$ cat config.mk
export PLATFORM = sky130hd
export DESIGN_NAME = prog_loader_flat
export DESIGN_NICKNAME = d
export VERILOG_FILES = /design/src/rtl/prog_loader_if.sv /design/src/rtl/prog_loader.sv /design/src/flat_wrapper.sv
export SDC_FILE = /design/constraint.sdc
export NUM_CORES = 1
export LEC_CHECK = 0
export BUFFER_PORTS_ARGS = -buffer_cell sky130_fd_sc_hd__clkbuf_2
export CAP_MARGIN = 10
export CORE_ASPECT_RATIO = 1.75
export CORE_UTILIZATION = 52
export CTS_CLUSTER_DIAMETER = 40
export DETAILED_ROUTE_END_ITERATION = 10
export GPL_ROUTABILITY_DRIVEN = 0
export PLACE_DENSITY = 0.76
export SLEW_MARGIN = 0
export SYNTH_ARGS = -nofsm -noshare
export SYNTH_HDL_FRONTEND = slang
export SYNTH_SLANG_ARGS = --single-unit
$ cat constraint.sdc
create_clock -name clk -period 2 [get_ports clk]
set_input_delay 0.3 -clock clk [delete_from_list [all_inputs] [get_ports clk]]
set_output_delay 0.3 -clock clk [all_outputs]
set_load 0.05 [all_outputs]
$ cat src/rtl/prog_loader_if.sv
// prog_loader_if: groups the byte-stream handshake and the CPU memory write
// port of the program loader.
//   rx_data/rx_valid/rx_ready : incoming program bytes (valid/ready handshake)
//   mem_addr/mem_wdata/mem_we : word write port into CPU memory
//   cpu_hold/done/err         : CPU freeze and load status
// Modports: master = byte source / memory side, slave = the loader itself.
interface prog_loader_if #(
   parameter int ADDR_W = 12
) ();
   logic [7:0]        rx_data;
   logic              rx_valid;
   logic              rx_ready;
   logic [ADDR_W-1:0] mem_addr;
   logic [31:0]       mem_wdata;
   logic              mem_we;
   logic              cpu_hold;
   logic              done;
   logic              err;

   modport master (
      output rx_data, rx_valid,
      input  rx_ready, mem_addr, mem_wdata, mem_we, cpu_hold, done, err
   );

   modport slave (
      input  rx_data, rx_valid,
      output rx_ready, mem_addr, mem_wdata, mem_we, cpu_hold, done, err
   );
endinterface

$ cat src/rtl/prog_loader.sv
// prog_loader: receives a program over a byte stream and writes it into CPU
// memory while holding the CPU frozen.
// Stream format: 16-bit big-endian word count, then count 32-bit words, each
// sent most-significant byte first.
// Ports:
//   clk   : single clock, rising edge
//   reset : synchronous active-high reset
//   bus   : prog_loader_if.slave (byte handshake, memory write port, status)
module prog_loader #(
   parameter int ADDR_W    = 12,
   parameter int BASE_ADDR = 0
) (
   input  logic          clk,
   input  logic          reset,
   prog_loader_if.slave  bus
);

   typedef enum logic [1:0] {
      HDR_HI = 2'd0,
      HDR_LO = 2'd1,
      DATA   = 2'd2,
      DONE   = 2'd3
   } state_t;

   // Largest word count that still fits between BASE_ADDR and the top of memory.
   localparam logic [32:0] LIMIT = (33'd1 << ADDR_W) - 33'(BASE_ADDR);

   state_t            state_r, state_s;
   logic [15:0]       count_r, count_s;
   logic [15:0]       widx_r, widx_s;
   logic [1:0]        bidx_r, bidx_s;
   logic [23:0]       shift_r, shift_s;
   logic              last_r, last_s;
   logic              we_r, we_s;
   logic [ADDR_W-1:0] addr_r, addr_s;
   logic [31:0]       wdata_r, wdata_s;
   logic              done_r, done_s;
   logic              err_r, err_s;
   logic              hold_r, hold_s;
   logic              ready_s;
   logic              accept_s;
   logic [15:0]       hdr_s;

   // Ready is gated by reset so nothing is taken while reset is asserted.
   assign ready_s  = (state_r != DONE) && !reset;
   assign accept_s = bus.rx_valid && ready_s;
   assign hdr_s    = {count_r[15:8], bus.rx_data};

   assign bus.rx_ready  = ready_s;
   assign bus.mem_we    = we_r;
   assign bus.mem_addr  = addr_r;
   assign bus.mem_wdata = wdata_r;
   assign bus.done      = done_r;
   assign bus.err       = err_r;
   assign bus.cpu_hold  = hold_r;

   // Next-state and next-output logic.
   always_comb begin
      state_s = state_r;
      count_s = count_r;
      widx_s  = widx_r;
      bidx_s  = bidx_r;
      shift_s = shift_r;
      last_s  = last_r;
      we_s    = 1'b0;
      addr_s  = addr_r;
      wdata_s = wdata_r;
      done_s  = done_r;
      err_s   = err_r;
      hold_s  = hold_r;
      case (state_r)
         HDR_HI: begin
            if (accept_s) begin
               count_s[15:8] = bus.rx_data;
               state_s       = HDR_LO;
            end else begin
               state_s = HDR_HI;
            end
         end
         HDR_LO: begin
            if (accept_s) begin
               count_s = hdr_s;
               if (hdr_s == 16'd0) begin
                  state_s = DONE;
                  done_s  = 1'b1;
                  hold_s  = 1'b0;
               end else if (33'(hdr_s) <= LIMIT) begin
                  state_s = DATA;
               end else begin
                  state_s = DONE;
                  err_s   = 1'b1;
               end
            end else begin
               state_s = HDR_LO;
            end
         end
         DATA: begin
            if (last_r) begin
               // Final strobe cycle: leave for DONE; any byte taken now is dropped.
               state_s = DONE;
               done_s  = 1'b1;
               hold_s  = 1'b0;
               last_s  = 1'b0;
            end else if (accept_s) begin
               if (bidx_r == 2'd3) begin
                  we_s    = 1'b1;
                  addr_s  = ADDR_W'(32'(BASE_ADDR) + 32'(widx_r));
                  wdata_s = {shift_r, bus.rx_data};
                  widx_s  = widx_r + 16'd1;
                  bidx_s  = 2'd0;
                  last_s  = (widx_r == count_r - 16'd1);
               end else begin
                  shift_s = {shift_r[15:0], bus.rx_data};
                  bidx_s  = bidx_r + 2'd1;
               end
            end else begin
               state_s = DATA;
            end
         end
         DONE: begin
            state_s = DONE;
         end
         default: begin
            state_s = HDR_HI;
         end
      endcase
   end

   // State and output registers; reset wins over any simultaneous byte.
   always_ff @(posedge clk) begin
      if (reset) begin
         state_r <= HDR_HI;
         count_r <= 16'd0;
         widx_r  <= 16'd0;
         bidx_r  <= 2'd0;
         shift_r <= 24'd0;
         last_r  <= 1'b0;
         we_r    <= 1'b0;
         addr_r  <= '0;
         wdata_r <= 32'd0;
         done_r  <= 1'b0;
         err_r   <= 1'b0;
         hold_r  <= 1'b1;
      end else begin
         state_r <= state_s;
         count_r <= count_s;
         widx_r  <= widx_s;
         bidx_r  <= bidx_s;
         shift_r <= shift_s;
         last_r  <= last_s;
         we_r    <= we_s;
         addr_r  <= addr_s;
         wdata_r <= wdata_s;
         done_r  <= done_s;
         err_r   <= err_s;
         hold_r  <= hold_s;
      end
   end

endmodule

$ cat src/flat_wrapper.sv
// flat-port wrapper written by rule: the top's interface ports become plain ports
module prog_loader_flat 
#(
   parameter int ADDR_W    = 12,
   parameter int BASE_ADDR = 0
)
  (clk, reset, bus_rx_data, bus_rx_valid, bus_rx_ready, bus_mem_addr, bus_mem_wdata, bus_mem_we, bus_cpu_hold, bus_done, bus_err);
  prog_loader_if #(.ADDR_W(ADDR_W)) bus_i ();
  input  logic clk;
  input  logic reset;
  input wire logic [$bits(bus_i.rx_data)-1:0] bus_rx_data;
  input wire logic [$bits(bus_i.rx_valid)-1:0] bus_rx_valid;
  output wire logic [$bits(bus_i.rx_ready)-1:0] bus_rx_ready;
  output wire logic [$bits(bus_i.mem_addr)-1:0] bus_mem_addr;
  output wire logic [$bits(bus_i.mem_wdata)-1:0] bus_mem_wdata;
  output wire logic [$bits(bus_i.mem_we)-1:0] bus_mem_we;
  output wire logic [$bits(bus_i.cpu_hold)-1:0] bus_cpu_hold;
  output wire logic [$bits(bus_i.done)-1:0] bus_done;
  output wire logic [$bits(bus_i.err)-1:0] bus_err;
  assign bus_i.rx_data = bus_rx_data;
  assign bus_i.rx_valid = bus_rx_valid;
  assign bus_rx_ready = bus_i.rx_ready;
  assign bus_mem_addr = bus_i.mem_addr;
  assign bus_mem_wdata = bus_i.mem_wdata;
  assign bus_mem_we = bus_i.mem_we;
  assign bus_cpu_hold = bus_i.cpu_hold;
  assign bus_done = bus_i.done;
  assign bus_err = bus_i.err;
  prog_loader #(.ADDR_W(ADDR_W), .BASE_ADDR(BASE_ADDR)) u_core (.clk(clk), .reset(reset), .bus(bus_i));
endmodule
=== Word-level counts from Yosys, hierarchy flattened ===
Cells that the tools add are included.

* Register bits: 109
* Logic and storage cells: 70
* Output and inout port bits: 49
* Bits of input ports: 11

* Bitwise operators: 7
* Reductions and logical operators: 14
* Mux-type cells: 22
* $add $sub $neg: 3
* $lt $le $gt $ge: 1
* Equality and inequality tests: 10

{| class="wikitable"
|+ Operators with widths
! operator !! number
|-
| adder 16 x 1 -> 16 bit, second input constant || 1
|-
| equality test 16 bit || 1
|-
| less-or-equal comparator 16 x 13 -> 1 bit, second input constant || 1
|-
| zero test 16 bit || 1
|-
| one-hot mux 8 bit (2 select lines) || 1
|-
| AND reduction 4 bit || 4
|-
| subtractor 16 x 1 -> 16 bit, second input constant || 1
|-
| 2-to-1 mux 1 bit || 12
|-
| 2-to-1 mux 2 bit || 5
|-
| 2-to-1 mux 8 bit || 1
|-
| one-hot mux 2 bit (4 select lines) || 1
|-
| NOT 1 bit || 7
|-
| equality test 2 bit, second input constant || 3
|-
| inequality test 2 x 1 -> 1 bit, second input constant || 3
|-
| AND reduction 3 bit || 2
|-
| one-hot mux 1 bit (2 select lines) || 2
|-
| OR reduction 4 bit || 1
|-
| inequality test 3 x 2 -> 1 bit, second input constant || 1
|-
| adder 2 x 1 -> 2 bit, second input constant || 1
|-
| equality test 2 x 1 -> 1 bit, second input constant || 1
|-
| logical AND 1 bit || 2
|-
| zero test 2 bit || 1
|-
| inequality test 2 bit, second input constant || 1
|-
| AND reduction 2 bit || 1
|-
| other kinds (2) || 2
|}

=== Logic depth before layout (Yosys ltp) ===
Gate-level depths: netlist of run 1.

* Word-level depth: 6
* Mapped depth: 9
* Depth with buffers taken out: 8

=== Least setup slack after synthesis of run 1 ===
No wires, ideal clock.

* Kind: flip-flop to flip-flop
* From: register u_core.count_r[0]
* To: register u_core.last_r
* Stages on the path, launching flop included: 10
* Setup time: 0.084 ns
* Path buffers: 1
* Setup slack: 0.014 ns
* Period minus slack after synthesis: 1.986 ns
* Arrival time: 1.902 ns
* Data required time: 1.916 ns
* Path through: dfxtp_1 clkbuf_2 inv_1 ha_1 xnor2_1 or3_1 nor4_1 nor4b_2 nand4b_1 o31ai_2

* Word-level cells in the longest chain between the ends: 5

{| class="wikitable"
|+ RTL lines
! what !! RTL line !! source
|-
| from (decl) || prog_loader.sv:29 || <nowiki>logic [15:0] count_r, count_s;</nowiki>
|-
| from (signal assigned) || prog_loader.sv:146 || <nowiki>count_r <= count_s;</nowiki>
|-
| subtractor 16 x 1 -> 16 bit || prog_loader.sv:111 || <nowiki>last_s = (widx_r == count_r - 16'd1);</nowiki>
|-
| equality test 16 bit || prog_loader.sv:111 ||
|-
| 2-to-1 mux 1 bit || prog_loader.sv:105 || <nowiki>if (bidx_r == 2'd3) begin</nowiki>
|-
| 2-to-1 mux 1 bit || prog_loader.sv:104 || <nowiki>end else if (accept_s) begin</nowiki>
|-
| 2-to-1 mux 1 bit || prog_loader.sv:98 || <nowiki>if (last_r) begin</nowiki>
|-
| to (signal assigned) || prog_loader.sv:150 || <nowiki>last_r <= last_s;</nowiki>
|-
| to (decl) || prog_loader.sv:33 || <nowiki>logic last_r, last_s;</nowiki>
|}

No other way between the ends.
A chain may end at the register's enable or synchronous reset.

=== Worst setup path after layout of run 1 ===
* From: register u_core.state_r[0]
* To: register u_core.last_r

* Word-level cells in the longest chain between the ends: 5
* Elaborated cells on any way between the ends: 6
* Those cells by class: eq/ne: 2; mux: 2; reduce/logical: 2

{| class="wikitable"
|+ RTL lines
! what !! RTL line !! source
|-
| from (decl) || prog_loader.sv:28 || <nowiki>state_t state_r, state_s;</nowiki>
|-
| from (signal assigned) || prog_loader.sv:145 || <nowiki>state_r <= state_s;</nowiki>
|-
| inequality test 2 bit || prog_loader.sv:45 || <nowiki>assign ready_s = (state_r != DONE) && !reset;</nowiki>
|-
| logical AND 1 bit || prog_loader.sv:45 ||
|-
| logical AND 1 bit || prog_loader.sv:46 || <nowiki>assign accept_s = bus.rx_valid && ready_s;</nowiki>
|-
| 2-to-1 mux 1 bit || prog_loader.sv:104 ||
|-
| 2-to-1 mux 1 bit || prog_loader.sv:98 ||
|}

Parallel ways exist; a longest one is shown, timed or not.

==> results of run 1 <==
==> what timing repair did <==
| item | 4_1_cts | 5_1_grt |
|---|---|---|
| setup endpoints to repair | 4 | 3 |
| pin swaps | 0 | 6 |
| buffers inserted | 0 | 3 |
| resized for setup | 2 | 13 |
==> Yosys cell counts, types with 2 or more instances <==
library cell / instances
o31ai_1: 2
a31oi_1: 2
and3_1: 3
nor4_2: 2
or4_1: 3
nand3b_1: 2
inv_1: 6
xor2_1: 12
a21oi_1: 95
clkbuf_2: 2
ha_1: 3
buf_2: 7
dfxtp_1: 109
or3_1: 5
clkbuf_1: 32
nor3_1: 9
o22ai_1: 2
nor2_1: 29
nand3_1: 7
o21ai_0: 5
nand4_1: 6
nand2_1: 181
nor2b_1: 2
or2_2: 2
xnor2_1: 21
nand2b_1: 4
and2_1: 2
mux2i_1: 3
nor4_1: 7
==> layout by cell type, fill, tap and decap left out, drive strengths merged, types with 2 or more instances in the layout <==
cell / synthesis / layout
or2: 2 / 2
nor2b: 2 / 2
a21oi: 95 / 95
or4: 3 / 3
nand2: 181 / 181
or3: 5 / 5
clkbuf: 34 / 68
o31ai: 3 / 3
nand4: 6 / 6
nand3: 8 / 8
buf: 9 / 33
nand2b: 4 / 4
inv: 7 / 9
and2: 2 / 2
o22ai: 2 / 2
a31oi: 2 / 2
mux2i: 3 / 3
clkinv: 0 / 2
nor4: 10 / 10
and3: 3 / 3
nand3b: 2 / 2
dfxtp: 109 / 109
o21ai: 6 / 6
xnor2: 21 / 21
nor2: 29 / 29
ha: 3 / 3
nor3: 9 / 9
xor2: 12 / 12
==> flip-flops by register name, summed over array words and instances (netlist names) <==
name / cells
u_core.widx_r: 16
u_core.bus.err: 1
u_core.bus.mem_addr: 12
u_core.bus.mem_we: 1
u_core.bus.cpu_hold: 1
u_core.bus.done: 1
u_core.last_r: 1
u_core.bidx_r: 2
u_core.shift_r: 24
u_core.count_r: 16
u_core.bus.mem_wdata: 32
u_core.state_r: 2
==> power breakdown <==
| part | total (mW) | leakage [nW] | switching (mW) | internal [mW] |
|---|---|---|---|---|
| clock network | 1.79 | 0.143 | 0.810 | 0.981 |
| logic | 0.297 | 0.984 | 0.178 | 0.119 |
| registers | 2.21 | 0.882 | 0.0214 | 2.19 |
| total | 4.30 | 2.01 | 1.01 | 3.29 |
==> worst max-delay path by stage <==
| stage | endpoint | slack, ns |
|---|---|---|
| final | u_core.last_r | 0.07 |
| after global placement | u_core.widx_r[15] | -0.002 |
| after floorplan | u_core.last_r | 0.01 |
| after detailed placement | u_core.last_r | -0.08 |
| after CTS | u_core.last_r | 0.002 |
| after global routing | u_core.last_r | -0.06 |
==> routing by layer <==
layer	up-vias	wire (um)	part of all wire, %
met5	-	0	0
met4	0	526	4.6
met3	38	591	5.1
met2	156	6140	53
met1	1919	4230	37
li1	2063	-	-
==> kinds of logic after synthesis <==
kind of cell	count (synthesis)	share of synthesized area (%)
adders and majority gates	3	0.817
xor gates and xnor gates	33	6.29
muxes	4	0.898
AOI/OAI and AO/OA	116	13.6
buffers and inverters	50	4.49
DFF	109	47.5
and+or+nand+nor	271	26.4
==> cell type report <==
cell class              count  area, um^2
clock inverters             6        68.8
repair buffers             91         551
flip-flops and latches    109        2190
clock buffers              10         229
fillers                   749        3150
well taps                 117         146
inverters                   7        26.3
multi-input cells         427        2250
==> metrics by stage <==
step                power, mW  cell area, um^2  util (%)
global placement         2.53             5090      59.1
detailed placement       2.54             5090      59.1
floorplan                2.44             4600         -
finish                   4.30             5460      63.4
CTS                      4.30             5400      62.6
global route             4.44             5460      63.4
==> worst max-delay path: cells and delay by family, from the launching register on <==
kind / cells / cell delay (ns)
DFF: 1 / 0.31
and+or+nand+nor: 5 / 1.35
AOI/OAI and AO/OA: 1 / 0.18
==> results.py, run 1 <==
metrics = {
    "placement": {
        "hpwlAfterDp_um": 8080,
        "io_buffers": 59,
        "dp_slack_ns": -0.0784,
        "dp.cells": 748,
    },
    "synthesis": {
        "ys_seq_area_share_pct": 47.5,
        "synth_edf_count": 0,
        "yosys_warnings": 0,
        "synth_area_um2": 4600,
        "ys.flop_type": "dfxtp_1",
        "synthArstFlopShare_pct": 0,
        "synth_fp_nets": 600,
        "yosys.area.top_type": "dfxtp_1",
        "ys_ff_latch": 109,
        "syn_inst": 586,
        "synth_area_per_cell_um2": 7.84,
        "synth_area_leaders": "dfxtp_1 47%, nand2_1 15%, a21oi_1 10%, xnor2_1 4.0%, clkbuf_1 2.6%",
        "synth_top_area_share_pct": 47.5,
        "synth_cell_types": 50,
    },
    "setup_path": {
        "cp_cell_sequence": "nand4bb_1, or3_4, nor4_4, nor4b_4, nand4b_1, o31ai_2",
        "cp_max_fo": 8,
        "slowest_stage": "or3_4",
        "worstReg2RegStart": "u_core.state_r[0]",
        "start_kind": "flip-flop",
        "critPathCaptureType": "flip-flop",
        "cp.required_ns": 2.27,
        "cp_slowest_stage_delay_ns": 0.48,
        "rr_worst_depth": 6,
        "cp.arrival_ns": 2.19,
        "cp-startpoint": "u_core.state_r[0]",
        "path_class": "reg2reg",
        "regToRegSetupSlack_ns": 0.07,
        "r2r-end": "u_core.last_r",
    },
    "clocking": {
        "clkLatencyLatePin_ns": 0.35,
        "clockBufferDepth": 2,
        "clkSinkCount": 109,
        "clk_pin_slew_worst_paths_ns": 0.07,
        "clockRootBuffer": "clkbuf_16",
        "tritoncts": "done",
        "cts_max_level": 3,
        "cts_hold_buf": 0,
        "numCtsBuffers": 9,
    },
    "floorplanning": {
        "rows": 45,
        "start_util_pct": 53.4,
        "pin_count": 60,
        "die_h_um": 126,
        "dieArea_um2": 9240,
        "die_width_um": 73.1,
        "core-area_um2": 8610,
    },
    "global_routing": {
        "grt-ovfl-total": 0,
        "grt_first_pass_wirelength_um": 18700,
        "busiest_layer": "met2",
        "use_met3_pct": 4.77,
        "grt_pass1_vias": 3949,
        "antenna_found_initial": 0,
        "grt_max_degree": 60,
        "met2_usage_pct": 47.0,
        "met1_usage_pct": 28.3,
        "grt.total_usage_pct": 26.3,
    },
    "timing": {
        "period_minus_slack_ns": 1.93,
        "fmax_mhz": 519,
        "timing.setup.tns_ns": 0,
        "fin_crit_sh_pct": 96.3,
        "tightest_slew_ns": 0.586,
        "drv_slew": 0,
        "finalWorstSetupSlack_ns": 0.0741,
        "whs_ns": 0.238,
        "skew_ns": 0.00738,
        "hold_viol": 0,
        "slew_headroom_pct": 60.9,
        "setup_viol": 0,
    },
    "layout": {
        "n_antenna_cell": 0,
        "nets": 659,
        "syn2layout_area_growth_pct": 18.9,
        "drive_above_1_share_pct": 19.8,
        "stdcell_count": 767,
    },
    "drt": {
        "avgViaCountPerCell": 5.44,
        "drcViolationCount": 0,
        "first_iter_violations": 302,
        "drt-total-wl_um": 11500,
        "ant_nets": 0,
        "wl_per_cell_um": 15.0,
        "firstDrtPassIters": 8,
        "num_vias": 4176,
    },
    "worst_hold_path": {
        "hold_end": "u_core.state_r[1]",
        "min-delay-path-class": "in2reg",
        "min_from": "bus_rx_valid",
        "min_path_cells": 3,
    },
    "pwr": {
        "leakagePower_nw": 2.01,
        "power_density_nw_per_um2": 786,
        "peakVddDrop_mv": 0.673,
    },
    "status": {
        "outcome": "finished clean",
    },
    "job": {
        "drv_cap": 0,
    },
}
Note: power is estimated with default switching activity, not from simulation.
==> run 2: changes to the inputs <==
--- a/config.mk
+++ b/config.mk
@@ -5,6 +5,7 @@
 export SDC_FILE = /design/constraint.sdc
 export NUM_CORES = 1
 export LEC_CHECK = 0
+export ABC_AREA = 1
 export BUFFER_PORTS_ARGS = -buffer_cell sky130_fd_sc_hd__clkbuf_2
 export CAP_MARGIN = 10
 export CORE_ASPECT_RATIO = 1.75
==> results.py, run 2 <==
metrics = {
    "clocking": {
        "clockBufferDepth": 2,
        "clkSinkCount": 109,
        "cts_hold_buf": 0,
        "clk_pin_slew_worst_paths_ns": 0.07,
        "clockRootBuffer": "clkbuf_16",
        "cts_max_level": 3,
        "numCtsBuffers": 9,
        "tritoncts": "done",
        "clkLatencyLatePin_ns": 0.35,
    },
    "placement": {
        "dp.cells": 785,
        "hpwlAfterDp_um": 8480,
        "io_buffers": 59,
    },
    "pwr": {
        "leakagePower_nw": 2.57,
        "power_density_nw_per_um2": 809,
        "peakVddDrop_mv": 0.558,
    },
    "synthesis": {
        "synthArstFlopShare_pct": 0,
        "synth_area_um2": 4640,
        "synth_edf_count": 0,
        "ys.flop_type": "dfxtp_1",
        "synth_top_area_share_pct": 47.0,
        "yosys.area.top_type": "dfxtp_1",
        "yosys.cell_count.top_type": "nor2_1",
        "synth_area_per_cell_um2": 7.38,
        "synth_area_leaders": "dfxtp_1 47%, nor2_1 11%, o21ai_0 11%, a21oi_1 6.5%, nand2_1 5.5%",
        "synthTopCellsByCount": "140 x nor2_1, 109 x dfxtp_1, 98 x o21ai_0",
        "yosys_warnings": 0,
        "ys_ff_latch": 109,
        "synth_cell_types": 35,
        "synth_fp_nets": 643,
        "ys_seq_area_share_pct": 47.0,
        "syn_inst": 629,
    },
    "layout": {
        "final_common_cell": "nor2_1",
        "drive_above_1_share_pct": 16.2,
        "mostFrequentLayoutCells": "140 x nor2_1, 109 x dfxtp_1, 98 x o21ai_0, 68 x nand2_1, 60 x a21oi_1",
        "fillers": 829,
        "n_antenna_cell": 0,
        "nets": 695,
        "final_util_pct": 61.9,
        "stdcell_count": 803,
        "syn2layout_area_growth_pct": 15.6,
        "largest_reg_flops": 32,
    },
    "global_routing": {
        "use_met3_pct": 3.94,
        "grt_pass1_vias": 4142,
        "met2_usage_pct": 48.6,
        "met1_usage_pct": 28.1,
        "grt_max_degree": 94,
        "grt.total_usage_pct": 26.8,
        "antenna_found_initial": 0,
        "busiest_layer": "met2",
        "grt-ovfl-total": 0,
        "grt_first_pass_wirelength_um": 19000,
    },
    "timing": {
        "slew_headroom_pct": 52.3,
        "timing.setup.tns_ns": 0,
        "skew_ns": 0.00639,
        "drv_slew": 0,
        "period_minus_slack_ns": 1.84,
        "whs_ns": 0.279,
        "tightest_slew_ns": 0.716,
        "hold_viol": 0,
        "setup_viol": 0,
        "rsz0062_at_grt": "no",
        "fin_crit_sh_pct": 91.8,
        "fmax_mhz": 545,
    },
    "setup_path": {
        "cp-startpoint": "u_core.widx_r[1]",
        "critPathCaptureType": "flip-flop",
        "cp.arrival_ns": 2.07,
        "start_kind": "flip-flop",
        "cp_max_fo": 5,
        "path_class": "reg2reg",
        "cp.required_ns": 2.24,
        "worstReg2RegStart": "u_core.widx_r[1]",
    },
    "drt": {
        "drcViolationCount": 0,
        "wl_per_cell_um": 14.7,
        "avgViaCountPerCell": 5.35,
        "ant_nets": 0,
        "first_iter_violations": 273,
        "firstDrtPassIters": 7,
        "num_vias": 4294,
        "drt-total-wl_um": 11800,
    },
    "worst_hold_path": {
        "min_from": "bus_rx_data[7]",
        "min-delay-path-class": "in2reg",
    },
    "floorplanning": {
        "rows": 45,
        "pin_count": 60,
        "dieArea_um2": 9320,
        "core-area_um2": 8670,
        "start_util_pct": 53.5,
        "die_width_um": 73.4,
        "die_h_um": 127,
    },
    "status": {
        "outcome": "finished clean",
    },
    "job": {
        "drv_cap": 0,
    },
}
-- run 2: cell families after synthesis --
kind of cell	Yosys count	share of synthesized area, %
AOI/OAI and AO/OA	164	18.1
DFF	109	47.0
buffers and inverters	83	7.41
and+or+nand+nor	260	24.7
xor gates and xnor gates	10	1.89
adders and majority gates	3	0.809
-- run 2: path summary, 6_finish.rpt --
check        cells after the start  slack [ns]                  end
max                              8        0.16    u_core.widx_r[14]
min                              3        0.28    u_core.count_r[7]
max reg2reg                      8        0.16    u_core.widx_r[14]
min reg2reg                      2        0.48  u_core.bus.cpu_hold
-- run 2: per-stage QoR --
| step | worst slack [ns] | total power [mW] | area, um^2 |
|---|---|---|---|
| after floorplan | 0.0493 | 2.51 | 4640 |
| after global placement | 0.219 | 2.59 | 5030 |
| after detailed placement | 0.153 | 2.60 | 5030 |
| after CTS | 0.131 | 4.36 | 5330 |
| after global routing | 0.00680 | 4.49 | 5370 |
| final | 0.165 | 4.34 | 5370 |
-- run 2: timing repair --
action / 4_1_cts / 5_1_grt
endpoints found under the setup margin: 0 / 2
gates resized for setup: 0 / 1
setup buffers: 0 / 1
-- run 2: area by class of cell --
| type | count | area [um^2] | area share (%) |
|---|---|---|---|
| clock inverter | 6 | 68.8 | 1.28 |
| sequential | 109 | 2180 | 40.7 |
| clock buffer | 10 | 229 | 4.27 |
| tap | 117 | 146 | 2.73 |
| timing repair buffer | 70 | 420 | 7.83 |
| multi-input combinational | 437 | 2120 | 39.4 |
| inverter | 54 | 203 | 3.78 |
-- run 2: per-layer routing --
layer / vias to the layer above / share of wire [%]
met5: - / 0
met4: 0 / 5.3
met3: 43 / 3.4
met2: 116 / 53
met1: 1986 / 38
li1: 2149 / -
-- run 2: report_power, final --
| part | leakage (nW) | switching (mW) | internal [mW] |
|---|---|---|---|
| clock | 0.143 | 0.807 | 0.981 |
| sequential | 0.880 | 0.0284 | 2.19 |
| combinational | 1.54 | 0.222 | 0.107 |
-- run 2: critical path, stage by stage, from the launching register on --
cell and delay (ns):
dfxtp_1 0.40, ha_1 0.19, nand2_1 0.06, nor2_1 0.21, nand3_1 0.22, nor3_4 0.25
nand3_2 0.11, nor3_1 0.22, nor3_2 0.07
